File: src/rtl/fht_result_reader.sv
// Unloads the FHT result from the four Radix-4 RAM banks. Samples are read in
// natural order, n = 0..N-1, and sent downstream one word per beat on a
// valid/ready stream that carries the sample index and a last marker.
//
// Ports:
//   iCLK, iRESET        clock, synchronous active-high reset
//   iSTART              one-cycle pulse that starts an unload (ignored while busy or done)
//   oADDR_RD_0..3       read address; the same value goes to all four banks
//   iDATA_0..3          bank read data, valid RD_LAT cycles after the address
//   oDATA/oINDEX/oLAST  output beat: sample, natural index, index == N-1
//   oVALID/iREADY       stream handshake
//   oBUSY               unload in progress
//   oDONE               one-cycle pulse after the last beat is accepted
module fht_result_reader #(
  parameter int unsigned N        = 1024,
  parameter int unsigned D_BIT    = 16,
  parameter int unsigned A_BIT    = 8,
  parameter int unsigned RD_LAT   = 2,
  parameter int unsigned BANK_REV = 1
) (
  input  logic                   iCLK,
  input  logic                   iRESET,
  input  logic                   iSTART,
  output logic [A_BIT-1:0]       oADDR_RD_0,
  output logic [A_BIT-1:0]       oADDR_RD_1,
  output logic [A_BIT-1:0]       oADDR_RD_2,
  output logic [A_BIT-1:0]       oADDR_RD_3,
  input  logic [D_BIT-1:0]       iDATA_0,
  input  logic [D_BIT-1:0]       iDATA_1,
  input  logic [D_BIT-1:0]       iDATA_2,
  input  logic [D_BIT-1:0]       iDATA_3,
  output logic [D_BIT-1:0]       oDATA,
  output logic [$clog2(N)-1:0]   oINDEX,
  output logic                   oVALID,
  input  logic                   iREADY,
  output logic                   oLAST,
  output logic                   oBUSY,
  output logic                   oDONE
);

  localparam int unsigned IW    = $clog2(N);
  localparam int unsigned DEPTH = RD_LAT + 2;
  localparam int unsigned CW    = $clog2(DEPTH + 1);
  localparam int unsigned SW    = $clog2(2 * DEPTH + 1);

  typedef struct packed {
    logic [D_BIT-1:0] data;
    logic [IW-1:0]    index;
    logic             last;
  } beat_t;

  typedef enum logic [1:0] {S_IDLE, S_READ, S_DRAIN, S_DONE} state_t;

  state_t           state_q, state_d;
  logic [IW-1:0]    n_q, n_d;
  logic [A_BIT-1:0] addr_q, addr_d;
  logic             busy_q, busy_d;
  logic             done_q, done_d;

  // Read pipe: stage k holds the read whose address was presented k cycles ago.
  logic             pv_q [RD_LAT+1];
  logic             pv_d [RD_LAT+1];
  logic [1:0]       pb_q [RD_LAT+1];
  logic [1:0]       pb_d [RD_LAT+1];
  logic [IW-1:0]    pn_q [RD_LAT+1];
  logic [IW-1:0]    pn_d [RD_LAT+1];

  // Shift-register FIFO: entry 0 is the head and drives the outputs directly.
  beat_t            fifo_q [DEPTH];
  beat_t            fifo_d [DEPTH];
  logic             fv_q   [DEPTH];
  logic             fv_d   [DEPTH];
  logic [CW-1:0]    cnt_q, cnt_d;

  logic             pop_c;
  logic             wr_c;
  logic             issue_c;
  logic             credit_ok_c;
  logic [IW-1:0]    issue_n_c;
  logic [1:0]       quarter_c;
  logic [1:0]       bank_c;
  logic [SW-1:0]    in_flight_c;
  logic [CW-1:0]    wr_idx_c;
  logic [D_BIT-1:0] rd_data_c;
  beat_t            new_beat_c;

  // Next-state, issue, read pipe and FIFO update.
  always_comb begin
    state_d = state_q;
    n_d     = n_q;
    addr_d  = addr_q;
    busy_d  = busy_q;
    done_d  = 1'b0;
    pv_d    = pv_q;
    pb_d    = pb_q;
    pn_d    = pn_q;
    fifo_d  = fifo_q;
    fv_d    = fv_q;
    cnt_d   = cnt_q;
    issue_c   = 1'b0;
    issue_n_c = '0;

    pop_c = fv_q[0] & iREADY;
    wr_c  = pv_q[RD_LAT];

    // A read may issue only if everything already owed to the FIFO, plus this
    // read, still fits once this cycle's pop has freed its slot.
    in_flight_c = '0;
    for (int i = 0; i <= int'(RD_LAT); i++) begin
      in_flight_c = in_flight_c + SW'(pv_q[i]);
    end
    credit_ok_c = (SW'(cnt_q) + in_flight_c - SW'(pop_c)) < SW'(DEPTH);

    unique case (state_q)
      S_IDLE: begin
        if (iSTART) begin
          issue_c   = 1'b1;
          issue_n_c = '0;
          n_d       = IW'(1);
          busy_d    = 1'b1;
          state_d   = S_READ;
        end
      end
      S_READ: begin
        if (credit_ok_c) begin
          issue_c   = 1'b1;
          issue_n_c = n_q;
          if (n_q == IW'(N - 1)) begin
            state_d = S_DRAIN;
          end else begin
            n_d = n_q + IW'(1);
          end
        end
      end
      S_DRAIN: begin
        // The last beat is the final entry in flight, so its acceptance ends the unload.
        if (pop_c && fifo_q[0].last) begin
          busy_d  = 1'b0;
          done_d  = 1'b1;
          state_d = S_DONE;
        end
      end
      S_DONE: begin
        n_d     = '0;
        state_d = S_IDLE;
      end
      default: state_d = S_IDLE;
    endcase

    // Quarter index selects the bank, low bits select the address.
    quarter_c = issue_n_c[IW-1 -: 2];
    bank_c    = (BANK_REV != 0) ? {quarter_c[0], quarter_c[1]} : quarter_c;
    if (issue_c) begin
      addr_d = issue_n_c[A_BIT-1:0];
    end

    pv_d[0] = issue_c;
    pb_d[0] = bank_c;
    pn_d[0] = issue_n_c;
    for (int i = 1; i <= int'(RD_LAT); i++) begin
      pv_d[i] = pv_q[i-1];
      pb_d[i] = pb_q[i-1];
      pn_d[i] = pn_q[i-1];
    end

    unique case (pb_q[RD_LAT])
      2'd0:    rd_data_c = iDATA_0;
      2'd1:    rd_data_c = iDATA_1;
      2'd2:    rd_data_c = iDATA_2;
      default: rd_data_c = iDATA_3;
    endcase
    new_beat_c.data  = rd_data_c;
    new_beat_c.index = pn_q[RD_LAT];
    new_beat_c.last  = (pn_q[RD_LAT] == IW'(N - 1));

    if (pop_c) begin
      for (int i = 0; i < int'(DEPTH) - 1; i++) begin
        fifo_d[i] = fifo_q[i+1];
        fv_d[i]   = fv_q[i+1];
      end
      fv_d[DEPTH-1] = 1'b0;
    end

    wr_idx_c = cnt_q - CW'(pop_c);
    if (wr_c) begin
      for (int i = 0; i < int'(DEPTH); i++) begin
        if (CW'(i) == wr_idx_c) begin
          fifo_d[i] = new_beat_c;
          fv_d[i]   = 1'b1;
        end
      end
    end
    cnt_d = cnt_q + CW'(wr_c) - CW'(pop_c);
  end

  // State and datapath registers.
  always_ff @(posedge iCLK) begin
    if (iRESET) begin
      state_q <= S_IDLE;
      n_q     <= '0;
      addr_q  <= '0;
      busy_q  <= 1'b0;
      done_q  <= 1'b0;
      cnt_q   <= '0;
      for (int i = 0; i <= int'(RD_LAT); i++) begin
        pv_q[i] <= 1'b0;
        pb_q[i] <= '0;
        pn_q[i] <= '0;
      end
      for (int i = 0; i < int'(DEPTH); i++) begin
        fifo_q[i] <= '0;
        fv_q[i]   <= 1'b0;
      end
    end else begin
      state_q <= state_d;
      n_q     <= n_d;
      addr_q  <= addr_d;
      busy_q  <= busy_d;
      done_q  <= done_d;
      cnt_q   <= cnt_d;
      pv_q    <= pv_d;
      pb_q    <= pb_d;
      pn_q    <= pn_d;
      fifo_q  <= fifo_d;
      fv_q    <= fv_d;
    end
  end

  assign oADDR_RD_0 = addr_q;
  assign oADDR_RD_1 = addr_q;
  assign oADDR_RD_2 = addr_q;
  assign oADDR_RD_3 = addr_q;
  assign oDATA      = fifo_q[0].data;
  assign oINDEX     = fifo_q[0].index;
  assign oLAST      = fifo_q[0].last;
  assign oVALID     = fv_q[0];
  assign oBUSY      = busy_q;
  assign oDONE      = done_q;

endmodule

File: config.mk
export PLATFORM = sky130hd
export DESIGN_NAME = fht_result_reader
export DESIGN_NICKNAME = d
export VERILOG_FILES = /design/src/rtl/fht_result_reader.sv
export SDC_FILE = /design/constraint.sdc
export NUM_CORES = 1
export LEC_CHECK = 0
export CAP_MARGIN = 20
export CELL_PAD_IN_SITES_DETAIL_PLACEMENT = 0
export CELL_PAD_IN_SITES_GLOBAL_PLACEMENT = 1
export CORE_MARGIN = 3
export CORE_UTILIZATION = 40
export CTS_CLUSTER_DIAMETER = 30
export DETAILED_ROUTE_END_ITERATION = 8
export DONT_BUFFER_PORTS = 1
export GPL_ROUTABILITY_DRIVEN = 0
export PLACE_DENSITY = 0.79
export SLEW_MARGIN = 30
export SYNTH_ARGS = -nofsm -noshare
export SYNTH_HDL_FRONTEND = slang
export SYNTH_SLANG_ARGS = --single-unit
File: constraint.sdc
create_clock -name iCLK -period 5.3 [get_ports iCLK]
set_clock_uncertainty 0.2 [all_clocks]
set_input_delay 0.795 -clock iCLK [delete_from_list [all_inputs] [get_ports iCLK]]
set_output_delay 0.795 -clock iCLK [all_outputs]
set_load 0.02 [all_outputs]
Word-level counts from Yosys, hierarchy flattened
Cells that the tools add are included.
Operators by class
  bitwise logic cells: 2
  equality and inequality tests: 15
  muxes and demuxes: 31
  reduce and logical (&&, ||, !) cells: 11
  $lt $le $gt $ge: 1
  add/sub/neg operators: 8
Operator list (count)
  2-to-1 mux 108 bit: 1
  2-to-1 mux 27 bit: 4
  2-to-1 mux 81 bit: 1
  2-to-1 mux 10 bit: 5
  one-hot mux 16 bit (3 select lines): 1
  one-hot mux 10 bit (3 select lines): 1
  == test 10 bit (second input constant): 2
  adder 10 x 1 -> 10 bit (second input constant): 1
  != test 2 bit (second input constant): 5
  2-to-1 mux 1 bit: 9
  2-to-1 mux 2 bit: 4
  2-to-1 mux 4 bit: 2
  one-hot mux 2 bit (4 select lines): 1
  AND reduction 4 bit: 2
  == test 2 bit (second input constant): 3
  == test 2 x 3 -> 1 bit (first input constant): 2
  subtractor 3 x 1 -> 3 bit: 2
  adder 3 x 3 -> 4 bit: 1
  == test 2 x 1 -> 1 bit (second input constant): 2
  logical NOT 2 bit: 2
  less-than comparator 4 x 3 -> 1 bit (second input constant): 1
  one-hot mux 1 bit (2 select lines): 2
  subtractor 4 x 1 -> 4 bit: 1
  adder 2 x 1 -> 3 bit: 1
  12 further kinds: 12
Word-level totals
  logic and storage cells: 99
  input bits: 68
  output and inout bits: 62
  flip-flop bits (word level): 176

Longest topological paths before layout
Gate-level depths: netlist of run 1.
  depth after elaboration: 7
  mapped depth: 13
  gate-level depth less buffers: 10

Least setup slack after synthesis of run 1
OpenSTA, ideal clock, no wires.
  kind: input -> register
  from: input iREADY
  to: register n_q[5]
  slack: 1.429 ns
  arrival: 3.585 ns
  buffers on the path: 3
  cell stages on the path: 13
  path through: nand2_1 -> clkbuf_1 -> or2_2 -> nand2_1 -> fa_1 -> ha_1 -> a31o_1 -> or3_1 -> buf_2 -> a211o_1 -> buf_2 -> or2_0 -> a221oi_2
On the way
  longest elaborated chain between the ends: 5
RTL lines
  from (decl): RTL line 35  | input logic iREADY,
  bitwise AND 1 bit: RTL line 103  | pop_c = fv_q[0] & iREADY;
  subtractor 4 x 1 -> 4 bit: RTL line 112  | credit_ok_c = (SW'(cnt_q) + in_flight_c - SW'(pop_c)) < SW'(DEPTH);
  less-than comparator 4 x 3 -> 1 bit: RTL line 112
  != test 2 bit (no source line)
  AND reduction 4 bit (no source line)
  to (signal assigned): RTL line 216  | n_q <= n_d;
  to (decl): RTL line 55  | logic [IW-1:0] n_q, n_d;
Every way passes these cells.
A chain may end at the register's enable or synchronous reset.

Worst setup path after layout of run 1
Same ends and word-level chain as after synthesis.

==> flow_summary.html, run 1 <==
<table>
<tr><th>Metric</th><th>Value</th></tr>
<tr><th colspan="2">Outcome</th></tr>
<tr><td>Result of the run</td><td>finished, final reports clean</td></tr>
<tr><th colspan="2">CTS</th></tr>
<tr><td>Clock-pin slew on the worst setup and hold paths</td><td>0.07 ns</td></tr>
<tr><td>Clock Tree Buf Depth</td><td>2</td></tr>
<tr><td>Postcts setup bufs</td><td>0</td></tr>
<tr><td>Clock insertion delay at the later pin of the skew report</td><td>0.42 ns</td></tr>
<tr><td>CTS tree</td><td>yes</td></tr>
<tr><td>Post-CTS Hold Buffers</td><td>0</td></tr>
<tr><td>Cts bufs inserted</td><td>17</td></tr>
<tr><td>Number of cells upsized or downsized after cts</td><td>0</td></tr>
<tr><td>CTS root buffer</td><td>clkbuf_16</td></tr>
<tr><td>TritonCTS Sinks</td><td>170</td></tr>
<tr><td>Deepest level of the CTS H-tree</td><td>4</td></tr>
<tr><th colspan="2">Global route</th></tr>
<tr><td>Pin count of the biggest net entering global routing</td><td>146</td></tr>
<tr><td>Vias in the first global route</td><td>5300</td></tr>
<tr><td>Wire length of the first global-routing pass</td><td>28500 microns</td></tr>
<tr><td>Initial antenna violation count</td><td>0</td></tr>
<tr><td>Global route overflow</td><td>0</td></tr>
<tr><td>Total Routing Usage GR</td><td>16.9%</td></tr>
<tr><th colspan="2">Final layout</th></tr>
<tr><td>Fraction of final layout cells with drive strength greater than 1</td><td>8.52%</td></tr>
<tr><td>Fin nets</td><td>878</td></tr>
<tr><td>Most used cells in the layout excluding fill and tap cells</td><td>dfxtp_1 (169), nand2_1 (150), nor2_1 (90), nand3_1 (90), a311oi_1 (81)</td></tr>
<tr><td>Number of filler cells placed in the layout</td><td>1878</td></tr>
<tr><td>Fin util</td><td>42.9%</td></tr>
<tr><td>Most common cell after layout, fill and taps aside</td><td>dfxtp_1</td></tr>
<tr><td>Synth-to-Final Area Change</td><td>4.73%</td></tr>
<tr><td>Antenna fix cells</td><td>0</td></tr>
<tr><th colspan="2">Timing</th></tr>
<tr><td>Max Freq</td><td>320 MHz</td></tr>
<tr><td>Total count of hold-check failures in the final report</td><td>0</td></tr>
<tr><td>Final count of pins violating max slew</td><td>0</td></tr>
<tr><td>RSZ-0062 raised after global routing</td><td>false</td></tr>
<tr><td>Worst relative slew slack</td><td>35.9%</td></tr>
<tr><td>Final setup fails</td><td>0</td></tr>
<tr><td>Clock period minus final worst setup slack</td><td>3.13 ns</td></tr>
<tr><td>Post-Route Hold Slack</td><td>0.231 ns</td></tr>
<tr><td>Slew at the pin closest to its max-slew limit</td><td>0.962 ns</td></tr>
<tr><td>Post-route fraction of the period consumed by the critical path</td><td>59.0%</td></tr>
<tr><td>Accumulated negative setup slack</td><td>0 ns</td></tr>
<tr><th colspan="2">Setup path</th></tr>
<tr><td>Cells traversed along the worst timing path</td><td>nand2_4, or2_2, ha_1, ha_1, a31o_1, or3_1, a211o_1, or2_0, a221oi_2</td></tr>
<tr><td>Max stage delay cell, worst path</td><td>or3_1</td></tr>
<tr><td>Crit path launch type</td><td>input port</td></tr>
<tr><td>Maximum cell stage delay along the critical path</td><td>0.47 ns</td></tr>
<tr><td>Capturing element type of the critical path</td><td>flop</td></tr>
<tr><td>Top Family by Delay on Critical Path</td><td>simple AND/OR/NAND/NOR gates</td></tr>
<tr><td>Worst-path maximum fanout</td><td>84</td></tr>
<tr><td>Critical path depth</td><td>9</td></tr>
<tr><td>Worst path required time</td><td>5.44 ns</td></tr>
<tr><td>Most Frequent Cell on Critical Path</td><td>ha_1</td></tr>
<tr><td>Worst-case reg-to-reg path depth</td><td>9</td></tr>
<tr><td>Buffers &amp; Inverters on Critical Path</td><td>0</td></tr>
<tr><td>Worst Path Arrival</td><td>3.27 ns</td></tr>
<tr><td>Type of the worst setup path</td><td>input port to flop</td></tr>
<tr><th colspan="2">Floorplanning</th></tr>
<tr><td>Area inside the core boundary</td><td>18800 sq um</td></tr>
<tr><td>Die boundary width</td><td>145 microns</td></tr>
<tr><td>Initial Utilization</td><td>41.0%</td></tr>
<tr><td>Placement row count</td><td>50</td></tr>
<tr><td>Total die area</td><td>20900 sq um</td></tr>
<tr><td>Die Ht</td><td>145 microns</td></tr>
<tr><td>I/O pin cnt</td><td>130</td></tr>
<tr><th colspan="2">Logic synthesis</th></tr>
<tr><td>Share of the synthesized netlist area taken by xor and xnor gates</td><td>0.455%</td></tr>
<tr><td>Compound-cell area share of the yosys netlist</td><td>14.9%</td></tr>
<tr><td>Fraction of registers with async set/reset</td><td>0%</td></tr>
<tr><td>Most common flop cell mapped by yosys</td><td>dfxtp_1</td></tr>
<tr><td>Post-Syn Area per Cell</td><td>8.59 sq um</td></tr>
<tr><td>Number of synthesis warnings</td><td>0</td></tr>
<tr><td>Number of enable-type register cells in the synthesized netlist</td><td>0</td></tr>
<tr><td>Synth cell types</td><td>46</td></tr>
<tr><td>Flip-flop and latch count after synthesis</td><td>170</td></tr>
<tr><td>Adder-cell area share of the yosys netlist</td><td>2.31%</td></tr>
<tr><td>Syn Inst Count</td><td>896</td></tr>
<tr><td>Number of nets in the synthesized netlist</td><td>977</td></tr>
<tr><td>Share of the yosys chip area belonging to registers</td><td>44.2%</td></tr>
<tr><td>Basic-gate share of the synthesized area counting and, or, nand and nor cells</td><td>23.2%</td></tr>
<tr><td>Proportion of synthesized area in mux cells</td><td>5.60%</td></tr>
<tr><td>Largest family of logic cells by synthesized area</td><td>simple AND/OR/NAND/NOR gates</td></tr>
<tr><td>Netlist area before placement</td><td>7690 sq um</td></tr>
<tr><th colspan="2">Detailed routing</th></tr>
<tr><td>Aggregate routed wire length</td><td>17600 microns</td></tr>
<tr><td>Via density per instance</td><td>5.53</td></tr>
<tr><td>Number of DRC markers after the initial detailed-route iteration</td><td>459</td></tr>
<tr><td>DR pass1 iterations</td><td>5</td></tr>
<tr><td># DRC</td><td>0</td></tr>
<tr><td>Detail-routed net length per standard cell</td><td>16.9 microns</td></tr>
<tr><td>Antenna-violating nets left</td><td>0</td></tr>
<tr><td>Total number of vias</td><td>5771</td></tr>
<tr><th colspan="2">Power and ir drop</th></tr>
<tr><td>Static Leakage</td><td>2.76 nW</td></tr>
<tr><td>Worst voltage drop across the vdd grid</td><td>0.217 mV</td></tr>
<tr><td>Total power after layout</td><td>3.16 mW</td></tr>
<tr><td>Power density over cell area</td><td>393 nW/um^2</td></tr>
<tr><th colspan="2">Worst hold path</th></tr>
<tr><td>Hold Path Class</td><td>input port to flop</td></tr>
<tr><td>Instance count along the most critical hold path</td><td>1</td></tr>
<tr><th colspan="2">Placed design</th></tr>
<tr><td>Total of buffers placed on input and output ports</td><td>0</td></tr>
<tr><td>DP Wirelength</td><td>10700 microns</td></tr>
<tr><th colspan="2">Run</th></tr>
<tr><td>Total of max-cap violations</td><td>0</td></tr>
</table>
[final cells by class]
| class | instances | area (sq um) | area share (%) |
|---|---|---|---|
| clock buffers | 18 | 439 | 5.45 |
| clock inverters | 14 | 209 | 2.59 |
| inverters | 11 | 41.3 | 0.513 |
| multi-input cells | 589 | 3590 | 44.6 |
| flip-flops and latches | 170 | 3410 | 42.3 |
| well taps | 234 | 293 | 3.63 |
| repair buffers | 8 | 75.1 | 0.932 |
[Yosys cell counts (4+ instances only)]
| master | instances | area, sq um |
|---|---|---|
| nand2_1 | 151 | 567 |
| or2_2 | 5 | 31.3 |
| ha_1 | 11 | 138 |
| nand3_1 | 90 | 450 |
| a311oi_1 | 81 | 709 |
| buf_4 | 50 | 375 |
| a31oi_1 | 8 | 50.1 |
| nor2b_1 | 25 | 156 |
| mux2i_1 | 7 | 70.1 |
| a21oi_1 | 36 | 180 |
| and2_1 | 9 | 56.3 |
| a21o_1 | 9 | 67.6 |
| nor3_1 | 5 | 25.0 |
| or3_1 | 4 | 25.0 |
| buf_1 | 8 | 30.0 |
| nand4_1 | 7 | 43.8 |
| clkbuf_1 | 56 | 210 |
| buf_2 | 12 | 60.1 |
| nor2_1 | 90 | 338 |
| inv_1 | 11 | 41.3 |
| dfxtp_1 | 170 | 3400 |
| mux4_2 | 16 | 360 |
[kinds of logic (layout without fill, tap and decap cells)]
group	count (synthesis)	count (layout)
simple gates	398	398
mux	23	23
flops	170	170
buf+inv	137	51
compound gates	151	151
fa+ha+maj	13	13
xor+xnor	4	4
[path summary, 6_finish.rpt]
| kind | slack, ns | start | to |
|---|---|---|---|
| setup reg to reg | 2.19 | oVALID$_SDFF_PP0_ | n_q[5]$_SDFFE_PP0P_ |
| hold / removal | 0.23 | iRESET | n_q[5]$_SDFFE_PP0P_ |
| setup / recovery | 2.17 | iREADY | n_q[5]$_SDFFE_PP0P_ |
| hold reg to reg | 0.24 | pn_d[18]$_SDFF_PP0_ | pn_d[8]$_SDFF_PP0_ |
[routing by layer]
| layer | global-route usage, % | vias up | routed length [microns] |
|---|---|---|---|
| li1 | - | 2915 | - |
| met1 | 25.4 | 2698 | 8650 |
| met2 | 24.1 | 148 | 7660 |
| met3 | 3.91 | 10 | 1100 |
| met4 | 4.86 | 0 | 177 |
| met5 | 0 | - | 0 |
[stage by stage]
step                setup WS [ns]  std cells  cell area [sq um]
floorplan                    1.43        896               7690
global placement             1.47       1009               7360
detailed placement           1.75       1012               7410
CTS                          2.18       1044               8060
global route                 1.98       1044               8060
finish                       2.17       1044               8060
[state kept, by name (all words and copies together), names as in the netlist]
register    cells
pb_d            2
pv_d            2
fifo_q         81
pn_d           18
fv_q            3
oINDEX         10
oLAST           1
oDONE           1
state_q         2
wr_c            1
cnt_q           3
oADDR_RD_0      8
oVALID          1
n_q            10
oDATA          16
pb_q            1
new_beat_c      9
oBUSY           1
[power by group]
group | internal [mW] | switching, mW | leakage, nW | total, mW
clock | 0.814 | 0.536 | 0.308 | 1.35
sequential | 1.33 | 0.0804 | 1.37 | 1.41
combinational | 0.147 | 0.255 | 1.08 | 0.402
No activity file was read; power rests on OpenSTA's default activity.
==> inputs of run 2 (changes only) <==
- PLACE_DENSITY: 0.79 -> 0.81
- clock period: 5.3 -> 2.55 ns (I/O delays scaled with it)
==> run 2 against run 1 <==
Against the previous run:
- the run now ends with hold timing, setup timing left
- core utilization grew 3.3 points
- largest power group unchanged
- clock-buffer cell count is the same
- cell count grew 4.7%
- wire length grew 5.2%
==> flow_summary.html, run 2 (synthesized netlist as in run 1, its figures left out) <==
<table>
<tr><th>Metric</th><th>Value</th></tr>
<tr><th colspan="2">Placed design</th></tr>
<tr><td>Total of buffers placed on input and output ports</td><td>0 (unchanged)</td></tr>
<tr><td>DP Wirelength</td><td>11400 microns (was 10700 microns)</td></tr>
<tr><td>Placed instance area</td><td>7660 sq um (was 7410 sq um)</td></tr>
<tr><th colspan="2">CTS</th></tr>
<tr><td>Clock-pin slew on the worst setup and hold paths</td><td>0.07 ns (about the same)</td></tr>
<tr><td>Clock insertion delay at the later pin of the skew report</td><td>0.43 ns (was 0.42 ns)</td></tr>
<tr><td>Clock Tree Buf Depth</td><td>2 (unchanged)</td></tr>
<tr><td>CTS root buffer</td><td>clkbuf_16 (unchanged)</td></tr>
<tr><td>Deepest level of the CTS H-tree</td><td>4 (unchanged)</td></tr>
<tr><td>TritonCTS Sinks</td><td>170 (unchanged)</td></tr>
<tr><td>Cts bufs inserted</td><td>17 (unchanged)</td></tr>
<tr><td>CTS tree</td><td>yes (unchanged)</td></tr>
<tr><td>Post-CTS Hold Buffers</td><td>23 (was 0)</td></tr>
<tr><th colspan="2">Setup path</th></tr>
<tr><td>Crit path launch type</td><td>flop (was input port)</td></tr>
<tr><td>Maximum cell stage delay along the critical path</td><td>0.43 ns (was 0.47 ns)</td></tr>
<tr><td>Buffers &amp; Inverters on Critical Path</td><td>0 (unchanged)</td></tr>
<tr><td>Worst Path Arrival</td><td>3.00 ns (was 3.27 ns)</td></tr>
<tr><td>Launching point of the worst reg2reg path</td><td>oVALID$_SDFF_PP0_ (unchanged)</td></tr>
<tr><td>Capturing element type of the critical path</td><td>flop (unchanged)</td></tr>
<tr><td>Reg-to-reg setup timing slack</td><td>-0.31 ns (was 2.19 ns)</td></tr>
<tr><td>Top Family by Delay on Critical Path</td><td>simple AND/OR/NAND/NOR gates (unchanged)</td></tr>
<tr><td>Type of the worst setup path</td><td>flop to flop (was input port to flop)</td></tr>
<tr><td>Worst path required time</td><td>2.69 ns (was 5.44 ns)</td></tr>
<tr><td>Worst-case reg-to-reg path depth</td><td>9 (unchanged)</td></tr>
<tr><td>Cells traversed along the worst timing path</td><td>nand2_8, or2_4, nand2_2, fa_2, a31o_1, or3_4, a211o_4, or2_1, a221oi_2 (was nand2_4, or2_2, ha_1, ha_1, a31o_1, or3_1, a211o_1, or2_0, a221oi_2)</td></tr>
<tr><td>Worst-path maximum fanout</td><td>3 (was 84)</td></tr>
<tr><td>Reg2reg end</td><td>n_q[5]$_SDFFE_PP0P_ (unchanged)</td></tr>
<tr><td>Max stage delay cell, worst path</td><td>fa_2 (was or3_1)</td></tr>
<tr><th colspan="2">Floorplanning</th></tr>
<tr><td>Total die area</td><td>20900 sq um (unchanged)</td></tr>
<tr><td>Initial Utilization</td><td>41.0% (unchanged)</td></tr>
<tr><td>Area inside the core boundary</td><td>18800 sq um (unchanged)</td></tr>
<tr><td>Die Ht</td><td>145 microns (unchanged)</td></tr>
<tr><td>Placement row count</td><td>50 (unchanged)</td></tr>
<tr><td>Die boundary width</td><td>145 microns (unchanged)</td></tr>
<tr><td>I/O pin cnt</td><td>130 (unchanged)</td></tr>
<tr><th colspan="2">Timing</th></tr>
<tr><td>Slew at the pin closest to its max-slew limit</td><td>0.955 ns (was 0.962 ns)</td></tr>
<tr><td>Worst relative slew slack</td><td>36.3% (was 35.9%)</td></tr>
<tr><td>Final setup fails</td><td>85 (was 0)</td></tr>
<tr><td>Clock period minus final worst setup slack</td><td>2.86 ns</td></tr>
<tr><td>Total count of hold-check failures in the final report</td><td>99 (was 0)</td></tr>
<tr><td>Post-Route Hold Slack</td><td>-0.181 ns (was 0.231 ns)</td></tr>
<tr><td>Max Freq</td><td>350 MHz</td></tr>
<tr><td>Accumulated negative setup slack</td><td>-10.71 ns (was 0 ns)</td></tr>
<tr><td>Worst setup slack after layout</td><td>-0.309 ns (was 2.17 ns)</td></tr>
<tr><td>Final count of pins violating max slew</td><td>0 (unchanged)</td></tr>
<tr><td>Post-route fraction of the period consumed by the critical path</td><td>112%</td></tr>
<tr><td>RSZ-0062 raised after global routing</td><td>true (was false)</td></tr>
<tr><th colspan="2">Final layout</th></tr>
<tr><td>Synth-to-Final Area Change</td><td>12.8% (was 4.73%)</td></tr>
<tr><td>Most used cells in the layout excluding fill and tap cells</td><td>dfxtp_1 (169), nand2_1 (148), nor2_1 (90) (was dfxtp_1 (169), nand2_1 (150), nor2_1 (90), nand3_1 (90), a311oi_1 (81))</td></tr>
<tr><td>Largest register FFs</td><td>81 (unchanged)</td></tr>
<tr><td>Fraction of final layout cells with drive strength greater than 1</td><td>13.6% (was 8.52%)</td></tr>
<tr><td>Fin nets</td><td>927 (was 878)</td></tr>
<tr><td>Most common cell after layout, fill and taps aside</td><td>dfxtp_1 (unchanged)</td></tr>
<tr><td>Register name with the most flops</td><td>fifo_q (unchanged)</td></tr>
<tr><td>Fin util</td><td>46.2% (was 42.9%)</td></tr>
<tr><td>Antenna fix cells</td><td>0 (unchanged)</td></tr>
<tr><td>Design area</td><td>8680 sq um (was 8060 sq um)</td></tr>
<tr><th colspan="2">Detailed routing</th></tr>
<tr><td>DR pass1 iterations</td><td>6 (was 5)</td></tr>
<tr><td>Total number of vias</td><td>6013 (was 5771)</td></tr>
<tr><td>Detail-routed net length per standard cell</td><td>16.9 microns (about the same)</td></tr>
<tr><td>Number of DRC markers after the initial detailed-route iteration</td><td>477 (was 459)</td></tr>
<tr><td>Antenna-violating nets left</td><td>0 (unchanged)</td></tr>
<tr><td>Aggregate routed wire length</td><td>18500 microns (was 17600 microns)</td></tr>
<tr><td>Via density per instance</td><td>5.50 (was 5.53)</td></tr>
<tr><td># DRC</td><td>0 (unchanged)</td></tr>
<tr><th colspan="2">Run</th></tr>
<tr><td>Total of max-cap violations</td><td>0 (unchanged)</td></tr>
<tr><th colspan="2">Global route</th></tr>
<tr><td>GRT met2 Usage</td><td>24.6% (was 24.1%)</td></tr>
<tr><td>Global route overflow</td><td>0 (unchanged)</td></tr>
<tr><td>Vias in the first global route</td><td>5510 (was 5300)</td></tr>
<tr><td>Peak-usage layer in the global routing report</td><td>met1 (unchanged)</td></tr>
<tr><td>Initial antenna violation count</td><td>3 (was 0)</td></tr>
<tr><td>Pin count of the biggest net entering global routing</td><td>146 (unchanged)</td></tr>
<tr><td>Met1 demand-to-capacity share in global routing</td><td>26.5% (was 25.4%)</td></tr>
<tr><td>Met3 GRT Util</td><td>6.34% (was 3.91%)</td></tr>
<tr><td>Wire length of the first global-routing pass</td><td>30000 microns (was 28500 microns)</td></tr>
<tr><td>Total Routing Usage GR</td><td>17.9% (was 16.9%)</td></tr>
<tr><th colspan="2">Outcome</th></tr>
<tr><td>Result of the run</td><td>finished, violations left (was finished, final reports clean)</td></tr>
<tr><td>Violated checks</td><td>hold timing, setup timing</td></tr>
<tr><th colspan="2">Power and ir drop</th></tr>
<tr><td>Worst voltage drop across the vdd grid</td><td>0.731 mV (was 0.217 mV)</td></tr>
<tr><td>Total power after layout</td><td>6.94 mW (was 3.16 mW)</td></tr>
<tr><td>Power density over cell area</td><td>800 nW/um^2 (was 393 nW/um^2)</td></tr>
<tr><td>Static Leakage</td><td>3.07 nW (was 2.76 nW)</td></tr>
<tr><th colspan="2">Worst hold path</th></tr>
<tr><td>Instance count along the most critical hold path</td><td>1 (unchanged)</td></tr>
<tr><td>Hold Path Class</td><td>input port to flop (unchanged)</td></tr>
<tr><td>Worst hold endpoint</td><td>n_q[0]$_SDFFE_PP0P_ (was n_q[5]$_SDFFE_PP0P_)</td></tr>
<tr><td>Startpoint of the most critical hold path</td><td>iRESET (unchanged)</td></tr>
</table>
-- run 2: layout make-up --
cell class | count | area [sq um]
clock inverter | 14 | 186
sequential | 170 | 3410
tap | 234 | 293
multi-input combinational | 589 | 3780
fill | 1776 | 10100
inverter | 11 | 41.3
clock buffer | 18 | 429
timing repair buffer | 57 | 541
-- run 2: worst max path at each step --
stage,cells after the start,slack (ns),end,startpoint
floorplan,12,-0.57,n_q[5]$_SDFFE_PP0P_,oVALID$_SDFF_PP0_
global placement,10,-0.40,fifo_q[48]$_SDFF_PP0_,iREADY
detailed placement,9,-0.48,fifo_q[48]$_SDFF_PP0_,iREADY
CTS,10,-0.34,n_q[5]$_SDFFE_PP0P_,oVALID$_SDFF_PP0_
global route,10,-0.40,n_q[5]$_SDFFE_PP0P_,oVALID$_SDFF_PP0_
finish,9,-0.31,n_q[5]$_SDFFE_PP0P_,oVALID$_SDFF_PP0_
-- run 2: where the power goes --
part	switching, mW	leakage, nW	internal (mW)
registers	0.164	1.37	2.77
logic	0.717	1.40	0.583
clock network	1.14	0.301	1.57
total	2.02	3.07	4.92
-- run 2: routing by layer --
layer	part of all wire, %	vias to the layer above
li1	-	3021
met1	47	2785
met2	44	178
met3	7.7	23
met4	1.3	6
met5	0.24	-
-- run 2: through the flow --
| stage | std cells | worst slack, ns |
|---|---|---|
| after detailed placement | 1037 | -0.476 |
| final | 1093 | -0.309 |
| after floorplan | 896 | -0.574 |
| after global routing | 1093 | -0.403 |
| after CTS | 1093 | -0.336 |
| after global placement | 1037 | -0.398 |
-- run 2: timing repair --
action                                 4_1_cts  5_1_grt
endpoints found under the hold margin      143      120
pin swaps                                   14        2
gates resized for setup                     24        8
setup buffers                                1        0
setup endpoints to repair                  142      143
-- run 2: worst register-to-register path: stages (launching register included) --
cell and delay, ns:
dfxtp_4 0.37, nand2_8 0.05, or2_4 0.26, nand2_2 0.07, fa_2 0.43, a31o_1 0.20
or3_4 0.39, a211o_4 0.37, or2_1 0.25, a221oi_2 0.20
==> inputs of run 3 (changes only) <==
- CORE_ASPECT_RATIO: default -> 2
- CORE_MARGIN: 3 -> 10
==> run 3 against run 2 <==
Against the previous run:
- via count increased by 2.3%
- core utilization rose by 0.52 points
- flip-flop and latch count did not move
- setup slack gained 0.049 ns
- largest cell class unchanged
- critical path depth grew 2
- register-to-register slack better by 0.05 ns
- the run still ends with hold timing, setup timing left
- sequential power hardly changed
- power fell by 2.1%
- highest routed layer is now met4
- global-route usage is 3.0 points lower
- clock-buffer cell count stayed put
- first-iteration DRC count shrank 24%
==> flow_summary.html, run 3 (synthesized netlist as in run 1, its figures left out) <==
<table>
<tr><th>Metric</th><th>Value</th></tr>
<tr><th colspan="2">Outcome</th></tr>
<tr><td>Result of the run</td><td>finished, violations left (unchanged)</td></tr>
<tr><td>Violated checks</td><td>hold timing, setup timing (unchanged)</td></tr>
<tr><th colspan="2">Setup path</th></tr>
<tr><td>Type of the worst setup path</td><td>flop to flop (unchanged)</td></tr>
<tr><td>Launching point of the worst reg2reg path</td><td>oVALID$_SDFF_PP0_ (unchanged)</td></tr>
<tr><td>Worst path required time</td><td>2.66 ns (was 2.69 ns)</td></tr>
<tr><td>Capturing element type of the critical path</td><td>flop (unchanged)</td></tr>
<tr><td>Reg-to-reg setup timing slack</td><td>-0.26 ns (was -0.31 ns)</td></tr>
<tr><td>Crit path launch type</td><td>flop (unchanged)</td></tr>
<tr><td>Worst setup endpoint</td><td>n_q[7]$_SDFFE_PP0P_ (was n_q[5]$_SDFFE_PP0P_)</td></tr>
<tr><td>Worst Path Arrival</td><td>2.92 ns (was 3.00 ns)</td></tr>
<tr><td>Worst Setup SP</td><td>oVALID$_SDFF_PP0_ (unchanged)</td></tr>
<tr><td>Worst-case reg-to-reg path depth</td><td>11 (was 9)</td></tr>
<tr><td>Reg2reg end</td><td>n_q[7]$_SDFFE_PP0P_ (was n_q[5]$_SDFFE_PP0P_)</td></tr>
<tr><td>Worst-path maximum fanout</td><td>9 (was 3)</td></tr>
<tr><th colspan="2">Power and ir drop</th></tr>
<tr><td>Portion of total power attributed to combinational logic</td><td>18.6% (was 18.7%)</td></tr>
<tr><td>Proportion of power drawn by the clock network</td><td>38.2% (was 39.0%)</td></tr>
<tr><td>Worst voltage drop across the vdd grid</td><td>0.522 mV (was 0.731 mV)</td></tr>
<tr><td>Total power after layout</td><td>6.79 mW (was 6.94 mW)</td></tr>
<tr><td>Power density over cell area</td><td>771 nW/um^2 (was 800 nW/um^2)</td></tr>
<tr><td>Switching part of the total</td><td>29.4% (was 29.1%)</td></tr>
<tr><td>Sequential cell fraction of total power</td><td>43.2% (was 42.2%)</td></tr>
<tr><td>Static Leakage</td><td>3.13 nW (was 3.07 nW)</td></tr>
<tr><td>Net switching power figure</td><td>2.00 mW (was 2.02 mW)</td></tr>
<tr><td>Internal power of the cells</td><td>4.80 mW (was 4.92 mW)</td></tr>
<tr><th colspan="2">Worst hold path</th></tr>
<tr><td>Hold Path Class</td><td>input port to flop (unchanged)</td></tr>
<tr><th colspan="2">Timing</th></tr>
<tr><td>Final setup fails</td><td>28 (was 85)</td></tr>
<tr><td>Worst setup slack after layout</td><td>-0.260 ns (was -0.309 ns)</td></tr>
<tr><td>Total count of hold-check failures in the final report</td><td>115 (was 99)</td></tr>
<tr><td>Post-Route Hold Slack</td><td>-0.185 ns (was -0.181 ns)</td></tr>
<tr><td>Accumulated negative setup slack</td><td>-4.59 ns (was -10.71 ns)</td></tr>
<tr><td>Max Freq</td><td>356 MHz (was 350 MHz)</td></tr>
<tr><td>Final count of pins violating max slew</td><td>0 (unchanged)</td></tr>
<tr><td>RSZ-0062 raised after global routing</td><td>true (unchanged)</td></tr>
<tr><td>Clock period minus final worst setup slack</td><td>2.81 ns (was 2.86 ns)</td></tr>
<tr><td>Slew at the pin closest to its max-slew limit</td><td>0.975 ns (was 0.955 ns)</td></tr>
<tr><td>Post-route fraction of the period consumed by the critical path</td><td>110% (was 112%)</td></tr>
<tr><td>Worst relative slew slack</td><td>35.0% (was 36.3%)</td></tr>
<tr><th colspan="2">Detailed routing</th></tr>
<tr><td>Number of DRC markers after the initial detailed-route iteration</td><td>362 (was 477)</td></tr>
<tr><td>Via density per instance</td><td>5.47 (was 5.50)</td></tr>
<tr><td># DRC</td><td>0 (unchanged)</td></tr>
<tr><td>Antenna-violating nets left</td><td>0 (unchanged)</td></tr>
<tr><td>Total number of vias</td><td>6151 (was 6013)</td></tr>
<tr><td>Aggregate routed wire length</td><td>19900 microns (was 18500 microns)</td></tr>
<tr><td>DR pass1 iterations</td><td>4 (was 6)</td></tr>
<tr><td>Detail-routed net length per standard cell</td><td>17.7 microns (was 16.9 microns)</td></tr>
<tr><th colspan="2">Final layout</th></tr>
<tr><td>Fin nets</td><td>937 (was 927)</td></tr>
<tr><td>Register name with the most flops</td><td>fifo_q (unchanged)</td></tr>
<tr><td>Largest register FFs</td><td>81 (unchanged)</td></tr>
<tr><td>Number of filler cells placed in the layout</td><td>1837 (was 1776)</td></tr>
<tr><td>Fraction of final layout cells with drive strength greater than 1</td><td>15.2% (was 13.6%)</td></tr>
<tr><td>Most common cell after layout, fill and taps aside</td><td>dfxtp_1 (unchanged)</td></tr>
<tr><td>Antenna fix cells</td><td>0 (unchanged)</td></tr>
<tr><td>Most used cells in the layout excluding fill and tap cells</td><td>dfxtp_1 (168), nand2_1 (148), nand3_1 (89) (was dfxtp_1 (169), nand2_1 (148), nor2_1 (90))</td></tr>
<tr><td>Count of placed standard cells in the final layout, fillers left out</td><td>1124 (was 1093)</td></tr>
<tr><td>Design area</td><td>8810 sq um (was 8680 sq um)</td></tr>
<tr><td>Synth-to-Final Area Change</td><td>14.5% (was 12.8%)</td></tr>
<tr><td>Fin util</td><td>46.8% (was 46.2%)</td></tr>
<tr><th colspan="2">Floorplanning</th></tr>
<tr><td>Initial Utilization</td><td>40.8% (was 41.0%)</td></tr>
<tr><td>Die boundary width</td><td>118 microns (was 145 microns)</td></tr>
<tr><td>Die Ht</td><td>216 microns (was 145 microns)</td></tr>
<tr><td>Total die area</td><td>25500 sq um (was 20900 sq um)</td></tr>
<tr><td>Placement row count</td><td>71 (was 50)</td></tr>
<tr><td>Area inside the core boundary</td><td>18800 sq um (about the same)</td></tr>
<tr><td>I/O pin cnt</td><td>130 (unchanged)</td></tr>
<tr><th colspan="2">Placed design</th></tr>
<tr><td>Placed instance area</td><td>7700 sq um (was 7660 sq um)</td></tr>
<tr><td>DP Wirelength</td><td>12100 microns (was 11400 microns)</td></tr>
<tr><td>Post-Place Cells</td><td>1056 (was 1037)</td></tr>
<tr><td>Total of buffers placed on input and output ports</td><td>0 (unchanged)</td></tr>
<tr><td>Post-place setup slack</td><td>-0.335 ns (was -0.476 ns)</td></tr>
<tr><th colspan="2">CTS</th></tr>
<tr><td>Deepest level of the CTS H-tree</td><td>4 (unchanged)</td></tr>
<tr><td>Clock insertion delay at the later pin of the skew report</td><td>0.43 ns (about the same)</td></tr>
<tr><td>Cts bufs inserted</td><td>17 (unchanged)</td></tr>
<tr><td>Post-CTS Hold Buffers</td><td>31 (was 23)</td></tr>
<tr><td>Clock-pin slew on the worst setup and hold paths</td><td>0.07 ns (about the same)</td></tr>
<tr><td>TritonCTS Sinks</td><td>170 (unchanged)</td></tr>
<tr><td>Clock Tree Buf Depth</td><td>2 (unchanged)</td></tr>
<tr><td>CTS tree</td><td>yes (unchanged)</td></tr>
<tr><td>CTS root buffer</td><td>clkbuf_16 (unchanged)</td></tr>
<tr><th colspan="2">Global route</th></tr>
<tr><td>Pin count of the biggest net entering global routing</td><td>146 (unchanged)</td></tr>
<tr><td>Wire length of the first global-routing pass</td><td>31700 microns (was 30000 microns)</td></tr>
<tr><td>Total Routing Usage GR</td><td>14.9% (was 17.9%)</td></tr>
<tr><td>Global route overflow</td><td>0 (unchanged)</td></tr>
<tr><td>Vias in the first global route</td><td>6103 (was 5510)</td></tr>
<tr><td>Initial antenna violation count</td><td>0 (was 3)</td></tr>
<tr><td>Peak-usage layer in the global routing report</td><td>met2 (was met1)</td></tr>
<tr><td>GRT met2 Usage</td><td>24.7% (was 24.6%)</td></tr>
<tr><td>Met1 demand-to-capacity share in global routing</td><td>18.2% (was 26.5%)</td></tr>
<tr><td>Met3 GRT Util</td><td>3.93% (was 6.34%)</td></tr>
<tr><th colspan="2">Run</th></tr>
<tr><td>Total of max-cap violations</td><td>0 (unchanged)</td></tr>
</table>
## run 3: critical path: stages, from the launching register on
cell and delay, ns:
dfxtp_4 0.36, nand2_8 0.05, or2_4 0.13, nand2_2 0.05, fa_2 0.35, ha_4 0.22, a31o_1 0.21, or3_4 0.40
a211o_1 0.31, buf_12 0.16, a31oi_1 0.16, mux2i_1 0.09
## run 3: power groups by stage
stage	Clock [mW]	Sequential, mW	Combinational, mW
after floorplan	0	2.90	0.915
after global placement	0	3.00	0.999
after detailed placement	0	3.00	1.01
final	2.60	2.93	1.26
after global routing	2.77	2.95	1.38
after CTS	2.65	2.94	1.08
## run 3: how the worst min path moves through the flow
stage,startpoint,endpoint,cells after the start
global placement,pn_d[17]$_SDFF_PP0_,pn_d[7]$_SDFF_PP0_,1
detailed placement,pn_d[17]$_SDFF_PP0_,pn_d[7]$_SDFF_PP0_,1
global route,iRESET,n_q[0]$_SDFFE_PP0P_,1
finish,iRESET,n_q[0]$_SDFFE_PP0P_,1
CTS,iRESET,n_q[5]$_SDFFE_PP0P_,1
floorplan,pn_d[0]$_SDFF_PP0_,new_beat_c[1]$_SDFF_PP0_,1
## run 3: routing by layer
metal	part of all wire, %	vias to the layer above
met1	41	2942
li1	-	3028
met5	0	-
met2	52	156
met4	2.1	0
met3	4.8	25
## run 3: cell type report
cell class | instances | area (sq um) | area share (%)
Timing Repair Buffer | 67 | 662 | 7.52
Inverter | 11 | 41.3 | 0.469
Clock buffer | 18 | 429 | 4.87
Tap cell | 255 | 319 | 3.62
Sequential cell | 170 | 3410 | 38.7
Multi-Input combinational cell | 589 | 3790 | 43.0
Clock inverter | 14 | 161 | 1.83
## run 3: what timing repair did
item                                   in CTS  in global routing
gates cloned                                0                  3
setup buffers                               0                  5
pin swaps                                   2                  8
resized for setup                          10                 24
setup endpoints to repair                  30                 38
endpoints found under the hold margin     143                115
